==> config.mk <==
export PLATFORM = sky130hd
export DESIGN_NAME = clk_bringup_seq
export DESIGN_NICKNAME = d
export VERILOG_FILES = /design/src/rtl/clk_bringup_seq.sv
export SDC_FILE = /design/constraint.sdc
export NUM_CORES = 1
export LEC_CHECK = 0
export CAP_MARGIN = 30
export CORE_ASPECT_RATIO = 1.25
export CORE_MARGIN = 4
export CORE_UTILIZATION = 45
export CTS_CLUSTER_SIZE = 10
export DETAILED_ROUTE_END_ITERATION = 10
export GPL_ROUTABILITY_DRIVEN = 1
export PLACE_DENSITY = 0.72
export SYNTH_ARGS = -nofsm -noshare
export SYNTH_HDL_FRONTEND = slang
export SYNTH_SLANG_ARGS = --single-unit
==> constraint.sdc <==
create_clock -name pl_clk0 -period 3 [get_ports pl_clk0]
set_input_delay 0.9 -clock pl_clk0 [delete_from_list [all_inputs] [get_ports pl_clk0]]
set_output_delay 0.9 -clock pl_clk0 [all_outputs]
set_load 0.005 [all_outputs]
==> src/rtl/clk_bringup_seq.sv <==
// PL clock-tree power-up / reclock sequencer (pl_clk0 domain).
// Optional post-lock frequency check compiled in with `define CLK_SEQ_FMEAS_CHECK_EN.
module clk_bringup_seq #(
  parameter int          RST_CYCLES    = 16,
  parameter int          LOCK_TIMEOUT  = 2**20,
  parameter int          GATE_CYCLES   = 1000,
  parameter int          SETTLE_CYCLES = 8,
  parameter logic [23:0] FMEAS_MIN     = 24'd950,
  parameter logic [23:0] FMEAS_MAX     = 24'd1050
) (
  input  logic        pl_clk0,
  input  logic        pl_reset_n,
  input  logic        start,
  input  logic        src_sel_cfg,
  output logic        tcxo_96m_reset,
  input  logic        tcxo_96m_locked,
  output logic        clk_reset,
  output logic        clk_src_sel,
  input  logic        clk_locked,
  output logic        clk_fmeas_en,
  input  logic [23:0] clk_fmeas_count,
  output logic        sys_reset,
  output logic        busy,
  output logic        ready,
  output logic        fault,
  output logic [2:0]  fault_code
);

  typedef enum logic [3:0] {
    S_IDLE,
    S_TCXO_RST,
    S_TCXO_WAIT,
    S_CLK_RST,
    S_CLK_WAIT,
`ifdef CLK_SEQ_FMEAS_CHECK_EN
    S_FMEAS_RUN,
    S_FMEAS_SETTLE,
    S_FMEAS_CHECK,
`endif
    S_RELEASE,
    S_RUN,
    S_FAULT
  } state_t;

  state_t      r_state;
  state_t      w_nxt;
  logic [23:0] r_cnt;
  logic [2:0]  r_code;
  logic [2:0]  w_code_nxt;
  logic        r_tcxo_lk_d;
  logic        r_clk_lk_d;
  logic        r_src_latch;
  logic        r_tcxo_rst;
  logic        r_clk_rst;
  logic        r_src_sel;
  logic        r_sys_rst;
  logic        r_busy;
  logic        r_ready;
  logic        r_fault;
  logic        w_tcxo_ok;
  logic        w_clk_ok;
  logic        w_cnt_done;
  logic        w_lock_lost;

  // Shared down-counter reload value for the state being entered.
  function automatic logic [23:0] load_val(input state_t s);
    case (s)
      S_TCXO_RST, S_CLK_RST:   load_val = 24'(RST_CYCLES - 1);
      S_TCXO_WAIT, S_CLK_WAIT: load_val = 24'(LOCK_TIMEOUT - 1);
`ifdef CLK_SEQ_FMEAS_CHECK_EN
      S_FMEAS_RUN:             load_val = 24'(GATE_CYCLES - 1);
      S_FMEAS_SETTLE:          load_val = 24'(SETTLE_CYCLES - 1);
`endif
      default:                 load_val = 24'd0;
    endcase
  endfunction

  // Two consecutive high samples are needed before a lock counts.
  assign w_tcxo_ok   = tcxo_96m_locked & r_tcxo_lk_d;
  assign w_clk_ok    = clk_locked & r_clk_lk_d;
  assign w_cnt_done  = (r_cnt == 24'd0);
  assign w_lock_lost = !clk_locked || (r_src_sel && !tcxo_96m_locked);

  always_comb begin
    w_nxt      = r_state;
    w_code_nxt = r_code;
    case (r_state)
      S_IDLE: if (start) w_nxt = S_TCXO_RST;
      S_TCXO_RST: if (w_cnt_done) w_nxt = r_src_latch ? S_TCXO_WAIT : S_CLK_RST;
      S_TCXO_WAIT: begin
        if (w_tcxo_ok) w_nxt = S_CLK_RST;
        else if (w_cnt_done) begin
          w_nxt      = S_FAULT;
          w_code_nxt = 3'd1;
        end
      end
      S_CLK_RST: if (w_cnt_done) w_nxt = S_CLK_WAIT;
      S_CLK_WAIT: begin
        if (w_clk_ok) begin
`ifdef CLK_SEQ_FMEAS_CHECK_EN
          w_nxt = S_FMEAS_RUN;
`else
          w_nxt = S_RELEASE;
`endif
        end else if (w_cnt_done) begin
          w_nxt      = S_FAULT;
          w_code_nxt = 3'd2;
        end
      end
`ifdef CLK_SEQ_FMEAS_CHECK_EN
      S_FMEAS_RUN:    if (w_cnt_done) w_nxt = S_FMEAS_SETTLE;
      S_FMEAS_SETTLE: if (w_cnt_done) w_nxt = S_FMEAS_CHECK;
      S_FMEAS_CHECK: begin
        if (clk_fmeas_count >= FMEAS_MIN && clk_fmeas_count <= FMEAS_MAX) w_nxt = S_RELEASE;
        else begin
          w_nxt      = S_FAULT;
          w_code_nxt = 3'd3;
        end
      end
`endif
      S_RELEASE: w_nxt = S_RUN;
      // Lock loss outranks a reclock request.
      S_RUN: begin
        if (w_lock_lost) begin
          w_nxt      = S_FAULT;
          w_code_nxt = 3'd4;
        end else if (start) w_nxt = S_TCXO_RST;
      end
      S_FAULT: begin
        if (start) begin
          w_nxt      = S_TCXO_RST;
          w_code_nxt = 3'd0;
        end
      end
      default: w_nxt = S_IDLE;
    endcase
  end

  always_ff @(posedge pl_clk0 or negedge pl_reset_n) begin
    if (!pl_reset_n) begin
      r_state     <= S_IDLE;
      r_cnt       <= 24'd0;
      r_code      <= 3'd0;
      r_tcxo_lk_d <= 1'b0;
      r_clk_lk_d  <= 1'b0;
      r_src_latch <= 1'b0;
    end else begin
      r_state     <= w_nxt;
      r_code      <= w_code_nxt;
      r_tcxo_lk_d <= tcxo_96m_locked;
      r_clk_lk_d  <= clk_locked;
      if (w_nxt != r_state) r_cnt <= load_val(w_nxt);
      else if (!w_cnt_done) r_cnt <= r_cnt - 24'd1;
      if (w_nxt == S_TCXO_RST && r_state != S_TCXO_RST) r_src_latch <= src_sel_cfg;
    end
  end

  // Outputs are registered from the next state so they change with the state itself.
  always_ff @(posedge pl_clk0 or negedge pl_reset_n) begin
    if (!pl_reset_n) begin
      r_tcxo_rst <= 1'b1;
      r_clk_rst  <= 1'b1;
      r_sys_rst  <= 1'b1;
      r_src_sel  <= 1'b0;
      r_busy     <= 1'b0;
      r_ready    <= 1'b0;
      r_fault    <= 1'b0;
    end else begin
      r_tcxo_rst <= (w_nxt inside {S_IDLE, S_TCXO_RST, S_FAULT});
      r_clk_rst  <= (w_nxt inside {S_IDLE, S_CLK_RST, S_FAULT});
      r_sys_rst  <= (w_nxt != S_RUN);
      r_busy     <= !(w_nxt inside {S_IDLE, S_RUN, S_FAULT});
      r_ready    <= (w_nxt == S_RUN);
      r_fault    <= (w_nxt == S_FAULT);
      if (w_nxt == S_CLK_RST && r_state != S_CLK_RST) r_src_sel <= r_src_latch;
    end
  end

`ifdef CLK_SEQ_FMEAS_CHECK_EN
  logic r_fmeas_en;
  always_ff @(posedge pl_clk0 or negedge pl_reset_n) begin
    if (!pl_reset_n) r_fmeas_en <= 1'b0;
    else             r_fmeas_en <= (w_nxt == S_FMEAS_RUN);
  end
  assign clk_fmeas_en = r_fmeas_en;
`else
  logic w_unused_fmeas;
  assign w_unused_fmeas = ^{clk_fmeas_count, 24'(GATE_CYCLES), 24'(SETTLE_CYCLES),
                            FMEAS_MIN, FMEAS_MAX};
  assign clk_fmeas_en   = 1'b0;
`endif

  assign tcxo_96m_reset = r_tcxo_rst;
  assign clk_reset      = r_clk_rst;
  assign clk_src_sel    = r_src_sel;
  assign sys_reset      = r_sys_rst;
  assign busy           = r_busy;
  assign ready          = r_ready;
  assign fault          = r_fault;
  assign fault_code     = r_code;

endmodule

# Word level (Yosys, flattened, before mapping)
# Index checks and enable logic that the tools add are counted.
# totals
register_bits	41
in_bits	30
word_cells	77
# classes
addsub	1
n_eq_ne	24
muxes	19
n_bitwise	2
reduce_logical	18
# ops
cell	count
$mux W24	2
$pmux W20 S2	1
$eq A4 B3 Y1 const B	7
$mux W4	7
$pmux W4 S7	1
$logic_not A24 Y1	1
$sub A24 B1 Y24 const B	1
$mux W3	6
$eq A4 B2 Y1 const B	4
$ne A2 B2 Y1 const B	6
$pmux W3 S4	1
$reduce_bool A3 Y1	3
$eq A4 B1 Y1 const B	2
$logic_not A4 Y1	2
$reduce_and A7 Y1	1
$reduce_or A2 Y1	3
$ne A4 B1 Y1 const B	1
$ne A4 B2 Y1 const B	1
$ne A4 B3 Y1 const B	1
$ne A4 B4 Y1	1
$reduce_bool A4 Y1	1
$logic_and A1 B1 Y1	3
$logic_not A1 Y1	3
$and A1 B1 Y1	2
other kinds (3)	3

# Longest topological paths before layout
# Gate-level depths: netlist of the first run.
# logic_depth
word_depth	9
mapped_depth	12
mapped_depth_nobuf	10

# Worst setup path before layout of the first run
# No wires, ideal clock.
# synth_timing
kind	register to register
startpoint	reg r_cnt[0]
endpoint	reg r_src_sel (netlist: clk_src_sel)
arrival_ns	3.153
required_ns	2.872
path_slack_ns	-0.281
path_stages_with_launch	13
n_path_buf	2
period_less_slack_ns	3.281
path_cell_list	dfrtp_1 -> inv_1 -> ha_1 -> or4b_1 -> or4_4 -> buf_6 -> or4_1 -> and3_1 -> buf_6 -> clkinv_2 -> o21ai_1 -> a211oi_2 -> mux2_1
# synth_between
elab_chain_cells	6
elab_cells_between_ends	9
classes_between	eq/ne (1); mux (6); reduce/logical (2)
# synth_rtl
item	line	source
from (decl)	47	logic [23:0] r_cnt;
from (signal assigned)	152	if (w_nxt != r_state) r_cnt <= load_val(w_nxt);
from (signal assigned)	153	else if (!w_cnt_done) r_cnt <= r_cnt - 24'd1;
$logic_not A24 Y1 (*)	81	assign w_cnt_done = (r_cnt == 24'd0);
$mux W4	92, 105	
$mux W4 (on tied branches)	99, 91	
$pmux W4 S7 (*)	87	case (r_state)
named net w_nxt[0]	46	state_t w_nxt;
$eq A4 B2 Y1 (*)	175	if (w_nxt == S_CLK_RST && r_state != S_CLK_RST) r_src_sel <= r_src_latch;
$logic_and A1 B1 Y1 (*)	175	
to (signal assigned)	175	
to (decl)	55	logic r_src_sel;
# The timed path passes the listed nets; every way through them passes the cells marked *.
# A chain may end at the register's enable or synchronous reset.

# Final worst setup path of the first run
# layout_timing
startpoint	reg r_cnt[1]
endpoint	reg r_src_latch
# layout_between
elab_chain_cells	6
elab_cells_between_ends	9
classes_between	eq/ne (1); mux (6); reduce/logical (2)
# layout_rtl
item	line	source
$logic_not A24 Y1 (*)	81	
$mux W4	92, 105	
$mux W4 (on tied branches)	99, 91	
$pmux W4 S7 (*)	87	
$eq A4 B1 Y1 (*)	154	if (w_nxt == S_TCXO_RST && r_state != S_TCXO_RST) r_src_latch <= src_sel_cfg;
$logic_and A1 B1 Y1 (*)	154	
to (signal assigned)	154	
to (decl)	52	logic r_src_latch;
# Mark *: on every way between the ends. The rest lies on a longest branch, timed or not.

==> results of run 1 <==
[metrics by stage]
stage	utilization, %	hold WS [ns]	cells
2_1_floorplan	-	0.4838	240
3_3_place_gp	56.82	0.4969	349
3_5_place_dp	56.82	0.5109	349
4_1_cts	59.41	0.5296	358
5_1_grt	61.16	0.5640	363
6_report	61.16	0.5226	363
[cells by family (layout without fill, tap and decap cells)]
kind of cell               Yosys count  after routing  share of synthesized area [%]
muxes                                5              5                          2.285
other                                1              2                         0.1593
AOI/OAI and AO/OA                   56             56                          17.80
xor gates and xnor gates            22             22                          8.183
DFF                                 41             41                          43.73
buffers and inverters               23             84                          5.525
and+or+nand+nor                     90             90                          21.79
adders and majority gates            1              1                         0.5313
[power by group through the flow]
stage	logic [mW]	registers [mW]	clock network, mW
floorplan	0.880	0.780	0
global placement	1.26	0.798	0
detailed placement	1.29	0.805	0
CTS	1.31	0.796	0.472
global route	1.54	0.817	0.493
finish	1.38	0.797	0.461
[layout by cell type, fill, tap and decap left out, drive strengths merged, types with 2 or more instances in the layout]
| master | n |
|---|---|
| buf | 52 |
| dfrtp | 38 |
| o21ai | 28 |
| nor2 | 19 |
| xnor2 | 16 |
| clkdlybuf4s50 | 14 |
| nand2 | 12 |
| nor3 | 10 |
| nor4 | 9 |
| inv | 9 |
| clkbuf | 8 |
| or4 | 7 |
| a21oi | 6 |
| xor2 | 6 |
| nand2b | 5 |
| or3 | 5 |
| nand3 | 5 |
| nor2b | 3 |
| dfstp | 3 |
| or2 | 3 |
| a211oi | 3 |
| mux2 | 3 |
| a21o | 2 |
| a211o | 2 |
| and2 | 2 |
| o31a | 2 |
| mux2i | 2 |
| conb | 2 |
| and3 | 2 |
| nand4 | 2 |
| o211ai | 2 |
[final cells by class]
type                            instances  area (um2)
Sequential cell                        41        1030
Timing Repair Buffer                   67       578.1
Multi-Input combinational cell        176        1269
Fill cell                             427        1973
Inverter                                9       36.28
Tap cell                               62       77.57
Clock buffer                            7       86.33
Clock inverter                          1       30.03
[how the worst max path moves through the flow]
| stage | from | end | slack, ns | depth (start not counted) |
|---|---|---|---|---|
| detailed placement | tcxo_96m_locked | r_cnt[7]$_DFFE_PN0P_ | -0.16 | 10 |
| global route | r_cnt[1]$_DFFE_PN0P_ | r_src_latch$_DFFE_PN0P_ | -0.12 | 9 |
| floorplan | r_cnt[0]$_DFFE_PN0P_ | r_src_latch$_DFFE_PN0P_ | -0.12 | 11 |
| global placement | tcxo_96m_locked | r_src_latch$_DFFE_PN0P_ | -0.14 | 8 |
| finish | r_cnt[1]$_DFFE_PN0P_ | r_src_latch$_DFFE_PN0P_ | -0.03 | 9 |
| CTS | r_cnt[1]$_DFFE_PN0P_ | r_src_latch$_DFFE_PN0P_ | -0.03 | 9 |
[worst max-delay path, cell delays in order, from the launching register on]
cell,delay (ns)
dfrtp_1,0.40
inv_2,0.07
ha_4,0.13
or4b_4,0.46
or4_4,0.46
o31a_1,0.27
o22a_1,0.21
or3_4,0.35
a211o_1,0.26
mux2_4,0.30
[routing by layer]
metal	up-vias	wire [um]	GRT usage [%]
met2	50	2786	31.44
met3	14	170	3.295
li1	980	-	-
met1	980	2201	20.50
met4	0	144	9.899
met5	-	0	0
[timing repair]
action,in CTS,in global routing
cloned,0,1
pin swaps,0,2
setup buffers,1,4
endpoints found under the setup margin,2,24
gates resized for setup,2,9
==> results.txt, run 1 <==
Final Cell Area -> 0.003107 mm2
Initial Util -> 46.35%
Final WS setup -> -0.02940 ns
Initial antenna violation count -> 0
Cell taking the most area after synthesis -> dfrtp_1
Final-stage net count -> 331
PD cells -> 849.5 mW/mm2
Routed WL per cell -> 14.61 um
CP arrival -> 3.21 ns
Largest net degree at the start of global routing -> 42
Die Width -> 72.70 um
Vias post-DR -> 2024
I/O pins -> 41
Skew-Pair Late Insertion Delay -> 0.29 ns
Synth top cells by count -> dfrtp_1 (38), nor2_1 (19), o21ai_0 (16), xnor2_1 (16), nand2_1 (12)
Total power -> 2.639 mW
Core ar. -> 0.005080 mm2
Critical path type -> register to register
Post-synth top flop -> dfrtp_1
DP Area -> 0.002887 mm2
Seq pwr share -> 30.2%
Outcome -> finished, violations left
Diode count -> 0
CP Launch Type -> register
Post-synth EDFFs -> 0
Clock root buffer -> clkbuf_8
Seq cells post-synth -> 41
Post-route ant nets -> 0
Rows -> 29
Largest register FFs -> 24
Setup TNS -> -0.04864 ns
Initial DRC count -> 104
Hold path startpoint -> fault_code[1]$_DFFE_PN0P_
RD Place Congestion -> 0.8402
Worst-Margin Slew -> 0.8990 ns
Synthesized cell area -> 0.002355 mm2
WL final -> 5.303 mm
Slew Limit Fails -> 0
Internal power -> 1.660 mW
Pre-CTS setup slack -> -0.1559 ns
Die Ht -> 88.88 um
CTS Buf Count -> 5
HPWL after DPL -> 3.850 mm
Layout cell share with drive strength beyond 1 -> 32.56%
DIE AREA -> 0.006461 mm2
Dominant cell by count in the synthesized netlist -> dfrtp_1
Failing checks -> negative setup slack
Top post-synthesis cells by area -> dfrtp_1 (40%), xnor2_1 (6.0%), o21ai_2 (4.1%)
First-pass GRT wire length -> 9.114 mm
Bufs on Longest Clock Path -> 2
Crit. End Element -> register
Vias per Instance -> 5.576
Worst hold path type -> register to register
CTS tree -> yes
WHS Endpoint -> fault_code[1]$_DFFE_PN0P_
Synthesized area per cell -> 9.853 um2
CTS H-tree depth -> 2
CP required -> 3.18 ns
Sequential share of the synthesized area -> 43.73%
Clk sinks -> 41
Worst-path maximum fanout -> 5
Router iterations before antenna repair -> 4
Clock power frac -> 17.5%
Hold path cells -> 1
Drc violations -> 0
Most flops, register -> r_cnt
Total Routing Usage GR -> 17.96%
Number of max-cap violations -> 0
Ys Warns -> 0
Yosys top cell area share -> 40.38%
# hold bufs at CTS -> 0
Switching power -> 979.1 uW
Number of global-route vias before repair -> 2074
Final Cycle Share -> 101.0%
Min Tclk post-route -> 3.029 ns
Area added between synthesis and finish -> 31.93%
Port Buffers -> 15
Slew HR -> 40.07%
Combinational Power Share -> 52.3%
GRT overflow -> 0
Reg2reg setup slack -> -0.03 ns
FF-to-FF path depth -> 9
Lkg Pwr -> 1.394 nW
# setup viols final -> 2
Syn Inst Count -> 239
FFs w/ async S/R, synth -> 100.0%
R2r startpoint -> r_cnt[1]$_DFFE_PN0P_
Critical register-to-register path endpoint -> r_src_latch$_DFFE_PN0P_
Clock transition at the registers of the reported paths -> 0.08 ns
Synth unique cells -> 61
Peak Freq -> 330.1 MHz
Final hold viol count -> 0
Peak supply drop -> 0.2864 mV
Post-Route Skew -> 0.008586 ns
Sw frac -> 37.10%
RSZ-0062 raised after global routing -> yes
Power figures use the tool's default switching activity.
==> run 2, diff against run 1 <==
--- a/config.mk
+++ b/config.mk
@@ -6,7 +6,7 @@
 export NUM_CORES = 1
 export LEC_CHECK = 0
 export CAP_MARGIN = 30
-export CORE_ASPECT_RATIO = 1.25
+export CORE_ASPECT_RATIO = 0.7
 export CORE_MARGIN = 4
 export CORE_UTILIZATION = 45
 export CTS_CLUSTER_SIZE = 10
==> results.txt, run 2 (synthesis gave the netlist of run 1 again) <==
Layout cell share with drive strength beyond 1 -> 29.69%
HPWL after DPL -> 4.041 mm
Pre-CTS setup slack -> -0.2283 ns
CP arrival -> 3.22 ns
# setup viols final -> 1
Post-route ant nets -> 0
Combinational Power Share -> 51.3%
Skew-Pair Late Insertion Delay -> 0.29 ns
Diode count -> 0
Critical path type -> register to register
Crit path cell chain -> inv_2 > ha_4 > or4b_4 > or4_4 > o31a_1 > o22a_1 > or3_4 > a211o_1 > mux2_4
Worst-Margin Slew -> 0.8989 ns
I/O pins -> 41
Clock root buffer -> clkbuf_8
Initial Util -> 47.92%
Sw frac -> 37.88%
Number of max-cap violations -> 0
Setup TNS -> -0.03993 ns
Commonest non-fill, non-tap cells in the layout -> buf_4 (42), dfrtp_1 (38), nor2_1 (19)
Slew HR -> 40.07%
Total Routing Usage GR -> 18.94%
Rows -> 21
Clock transition at the registers of the reported paths -> 0.08 ns
Initial DRC count -> 106
CTS tree -> yes
Worst-path maximum fanout -> 5
Lkg Pwr -> 1.334 nW
Largest net degree at the start of global routing -> 42
Vias per Instance -> 5.414
Cell family with most CP delay -> simple AND/OR/NAND/NOR gates
Die Width -> 94.46 um
Clock power frac -> 18.0%
Initial antenna violation count -> 0
Routed WL per cell -> 14.99 um
Placed cell count -> 352
Fillers -> 421
Most flops, register -> r_cnt
Peak supply drop -> 0.3871 mV
CP required -> 3.18 ns
PD cells -> 857.2 mW/mm2
Commonest non-fill, non-tap cell in the layout -> buf_4
WL final -> 5.425 mm
CTS Buf Count -> 5
Final core utilization -> 61.40%
Vias post-DR -> 1960
Min Tclk post-route -> 3.040 ns
Switching power -> 979.6 uW
RSZ-0062 raised after global routing -> yes
# hold bufs at CTS -> 0
Clk sinks -> 41
CP Launch Type -> register
Number of global-route vias before repair -> 1976
Outcome -> finished, violations left
Final-stage net count -> 323
Largest register FFs -> 24
Crit path buf inv count -> 1
Post-Layout Cell Count -> 362
Final Cycle Share -> 101.3%
Slew Limit Fails -> 0
Slowest stage delay, CP -> 0.47 ns
Port Buffers -> 15
Router iterations before antenna repair -> 4
Crit-path slowest cell -> or4_4
GRT overflow -> 0
Post-Route Skew -> 0.008828 ns
Seq pwr share -> 30.7%
Final hold viol count -> 0
Hold Worst Slack -> 0.5157 ns
Final WS setup -> -0.03993 ns
Worst hold path type -> register to register
Bufs on Longest Clock Path -> 2
Internal power -> 1.606 mW
Drc violations -> 0
CTS H-tree depth -> 2
Die Ht -> 68.52 um
DIE AREA -> 0.006472 mm2
First-pass GRT wire length -> 9.446 mm
Crit. End Element -> register
Failing checks -> negative setup slack
Peak Freq -> 329.0 MHz
RD Place Congestion -> 0.8379
Core ar. -> 0.004913 mm2
Area added between synthesis and finish -> 28.11%
## run 2: layout make-up
class / count / area, um2 / share of cell area [%]
clock buffers: 6 / 82.58 / 2.737
clock inverters: 2 / 37.54 / 1.244
inverters: 9 / 35.03 / 1.161
multi-input cells: 176 / 1254 / 41.56
flip-flops and latches: 41 / 1030 / 34.14
well taps: 69 / 86.33 / 2.862
repair buffers: 59 / 491.7 / 16.30
## run 2: per-stage QoR
step / power [mW] / cell area (um2)
2_1_floorplan: 1.660 / 2399
3_3_place_gp: 2.053 / 2853
3_5_place_dp: 2.089 / 2853
4_1_cts: 2.590 / 2989
5_1_grt: 2.800 / 3017
6_report: 2.586 / 3017
## run 2: routing by layer
| layer | routed length (um) | part of all wire [%] | vias up | global-route usage (%) |
|---|---|---|---|---|
| met5 | 0 | 0 | - | 0 |
| met4 | 19 | 0.35 | 0 | 2.878 |
| met3 | 227 | 4.2 | 4 | 4.881 |
| met2 | 2315 | 43 | 44 | 28.62 |
| met1 | 2863 | 53 | 948 | 27.95 |
| li1 | - | - | 964 | - |
## run 2: final timing paths
kind                                      startpoint                   endpoint  slack (ns)  cells after the start
max                             r_cnt[1]$_DFFE_PN0P_    r_src_latch$_DFFE_PN0P_       -0.04                      9
min                        fault_code[1]$_DFFE_PN0P_  fault_code[1]$_DFFE_PN0P_        0.52                      1
max reg2reg                     r_cnt[1]$_DFFE_PN0P_    r_src_latch$_DFFE_PN0P_       -0.04                      9
min reg2reg                fault_code[1]$_DFFE_PN0P_  fault_code[1]$_DFFE_PN0P_        0.52                      1
max in group asynchronous                 pl_reset_n      r_cnt[23]$_DFFE_PN0P_        1.70                      1
min in group asynchronous                 pl_reset_n       r_clk_lk_d$_DFF_PN0_        0.72                      1
## run 2: timing repair
action | CTS | global route
pin swaps | 0 | 1
setup endpoints to repair | 4 | 23
buffers inserted | 1 | 2
gates resized for setup | 3 | 4
hold endpoints to repair | 0 | 0
## run 2: power by group through the flow
stage,Clock (mW),Sequential (mW),Combinational [mW]
final,0.465,0.795,1.33
after global routing,0.506,0.815,1.48
after CTS,0.479,0.795,1.32
after detailed placement,0,0.804,1.29
after global placement,0,0.796,1.26
after floorplan,0,0.780,0.880
==> run 3, diff against run 2 <==
--- a/config.mk
+++ b/config.mk
@@ -7,7 +7,7 @@
 export LEC_CHECK = 0
 export CAP_MARGIN = 30
 export CORE_ASPECT_RATIO = 0.7
-export CORE_MARGIN = 4
+export CORE_MARGIN = 1.5
 export CORE_UTILIZATION = 45
 export CTS_CLUSTER_SIZE = 10
 export DETAILED_ROUTE_END_ITERATION = 10
==> results.txt, run 3 (synthesis gave the netlist of run 1 again) <==
CP Launch Type -> register
Diode count -> 0
Worst hold path type -> register to register
FF-to-FF path depth -> 9
CP arrival -> 3.24 ns
Final WS setup -> -0.04223 ns
Worst-Margin Slew -> 0.8999 ns
GRT overflow -> 0
CTS Buf Count -> 5
Area added between synthesis and finish -> 31.35%
Critical path type -> register to register
Number of global-route vias before repair -> 1951
First-pass GRT wire length -> 9.266 mm
Failing checks -> negative setup slack
Post-route ant nets -> 0
Post-Layout Cell Count -> 364
R2r startpoint -> r_cnt[0]$_DFFE_PN0P_
Hold path startpoint -> fault_code[1]$_DFFE_PN0P_
Post-Route Skew -> 0.004774 ns
Crit. End Element -> register
Reg2reg setup slack -> -0.04 ns
# setup viols final -> 1
Largest register FFs -> 24
Initial DRC count -> 133
Final-stage net count -> 325
Die Width -> 89.46 um
Slew HR -> 40.00%
Lkg Pwr -> 1.357 nW
Core ar. -> 0.004913 mm2
WL final -> 5.543 mm
Crit path cell chain -> inv_2 > ha_4 > or4b_4 > or4_4 > o31a_1 > o22a_2 > or3_4 > a211o_1 > mux2_4
Initial antenna violation count -> 0
Placed cell count -> 350
RD Place Congestion -> 0.8381
Worst-path maximum fanout -> 5
I/O pins -> 41
Final Cycle Share -> 101.4%
Commonest non-fill, non-tap cell in the layout -> buf_4
Crit path buf inv count -> 1
RSZ-0062 raised after global routing -> yes
Crit-path slowest cell -> or4_4
Hold path cells -> 1
Rows -> 21
CTS H-tree depth -> 2
Most flops, register -> r_cnt
Initial Util -> 47.92%
Clock transition at the registers of the reported paths -> 0.08 ns
Hold Worst Slack -> 0.5271 ns
Vias per Instance -> 5.407
Clock root buffer -> clkbuf_8
Final hold viol count -> 0
PD cells -> 860.3 mW/mm2
Layout cell share with drive strength beyond 1 -> 31.53%
Skew-Pair Late Insertion Delay -> 0.31 ns
Port Buffers -> 15
DIE AREA -> 0.005683 mm2
Slew Limit Fails -> 0
Die Ht -> 63.52 um
Peak Freq -> 328.7 MHz
Vias post-DR -> 1968
CP required -> 3.19 ns
Routed WL per cell -> 15.23 um
Largest net degree at the start of global routing -> 42
WHS Endpoint -> fault_code[1]$_DFFE_PN0P_
Router iterations before antenna repair -> 4
Min Tclk post-route -> 3.042 ns
Clk sinks -> 41
Number of max-cap violations -> 0
CTS tree -> yes
Outcome -> finished, violations left
Critical register-to-register path endpoint -> r_src_latch$_DFFE_PN0P_
Bufs on Longest Clock Path -> 2
HPWL after DPL -> 3.961 mm
Drc violations -> 0
# hold bufs at CTS -> 0
Pre-CTS setup slack -> -0.2681 ns
Commonest non-fill, non-tap cells in the layout -> buf_4 (42), dfrtp_1 (38), nor2_1 (19)
Total Routing Usage GR -> 21.66%
Slowest stage delay, CP -> 0.47 ns
Peak supply drop -> 0.4536 mV
Cell family with most CP delay -> simple AND/OR/NAND/NOR gates
## run 3: changes by cell type in the layout (fill, tap and decap cells not counted), sizes merged
cell      change
buf           +1
clkbuf        +2
clkinvlp      -1
## run 3: layout make-up
type | count | area (um2)
sequential | 41 | 1030
fill | 423 | 1821
tap | 69 | 86.33
timing repair buffer | 61 | 545.5
multi-input combinational | 176 | 1280
inverter | 9 | 35.03
clock buffer | 7 | 86.33
clock inverter | 1 | 30.03
## run 3: worst max-delay path by stage
stage	to	from	slack, ns	cells past startpoint
final	r_src_latch$_DFFE_PN0P_	r_cnt[0]$_DFFE_PN0P_	-0.04	9
after global routing	r_src_latch$_DFFE_PN0P_	r_cnt[0]$_DFFE_PN0P_	-0.12	9
after CTS	r_src_latch$_DFFE_PN0P_	r_cnt[0]$_DFFE_PN0P_	-0.04	9
after detailed placement	r_cnt[0]$_DFFE_PN0P_	start	-0.27	9
after global placement	r_cnt[3]$_DFFE_PN0P_	start	-0.23	9
after floorplan	r_src_latch$_DFFE_PN0P_	r_cnt[0]$_DFFE_PN0P_	-0.12	11
## run 3: timing repair
action | 4_1_cts | 5_1_grt
buffers inserted | 3 | 3
gates cloned | 0 | 1
endpoints found under the setup margin | 8 | 26
resized for setup | 4 | 10
pin swaps | 1 | 2
## run 3: worst reg2reg max path, cell delays in order, from the launching register on
cell	delay (ns)
dfrtp_1	0.40
inv_2	0.07
ha_4	0.12
or4b_4	0.45
or4_4	0.47
o31a_1	0.28
o22a_2	0.23
or3_4	0.34
a211o_1	0.26
mux2_4	0.30
## run 3: where the power goes
group	switching (mW)	internal (mW)	total [mW]
Sequential	0.120	0.682	0.801
Combinational	0.697	0.694	1.39
Clock	0.197	0.271	0.469
## run 3: layer usage
metal / share of wire, % / wire length, um / GRT usage, % / vias up
met3: 5.0 / 275 / 5.636 / 7
li1: - / - / - / 966
met2: 43 / 2370 / 31.02 / 45
met5: 0 / 0 / 0 / -
met4: 1.5 / 84 / 8.462 / 0
met1: 51 / 2813 / 30.97 / 950
## run 3: metrics by stage
stage / total power, mW / utilization, % / setup TNS [ns] / cell area (um2)
6_report: 2.661 / 62.95 / -0.04223 / 3093
5_1_grt: 2.849 / 62.95 / -0.8719 / 3093
4_1_cts: 2.611 / 61.37 / -0.03637 / 3015
3_5_place_dp: 2.104 / 58.26 / -2.910 / 2863
3_3_place_gp: 2.062 / 58.26 / -2.558 / 2863
2_1_floorplan: 1.660 / - / -0.2739 / 2399
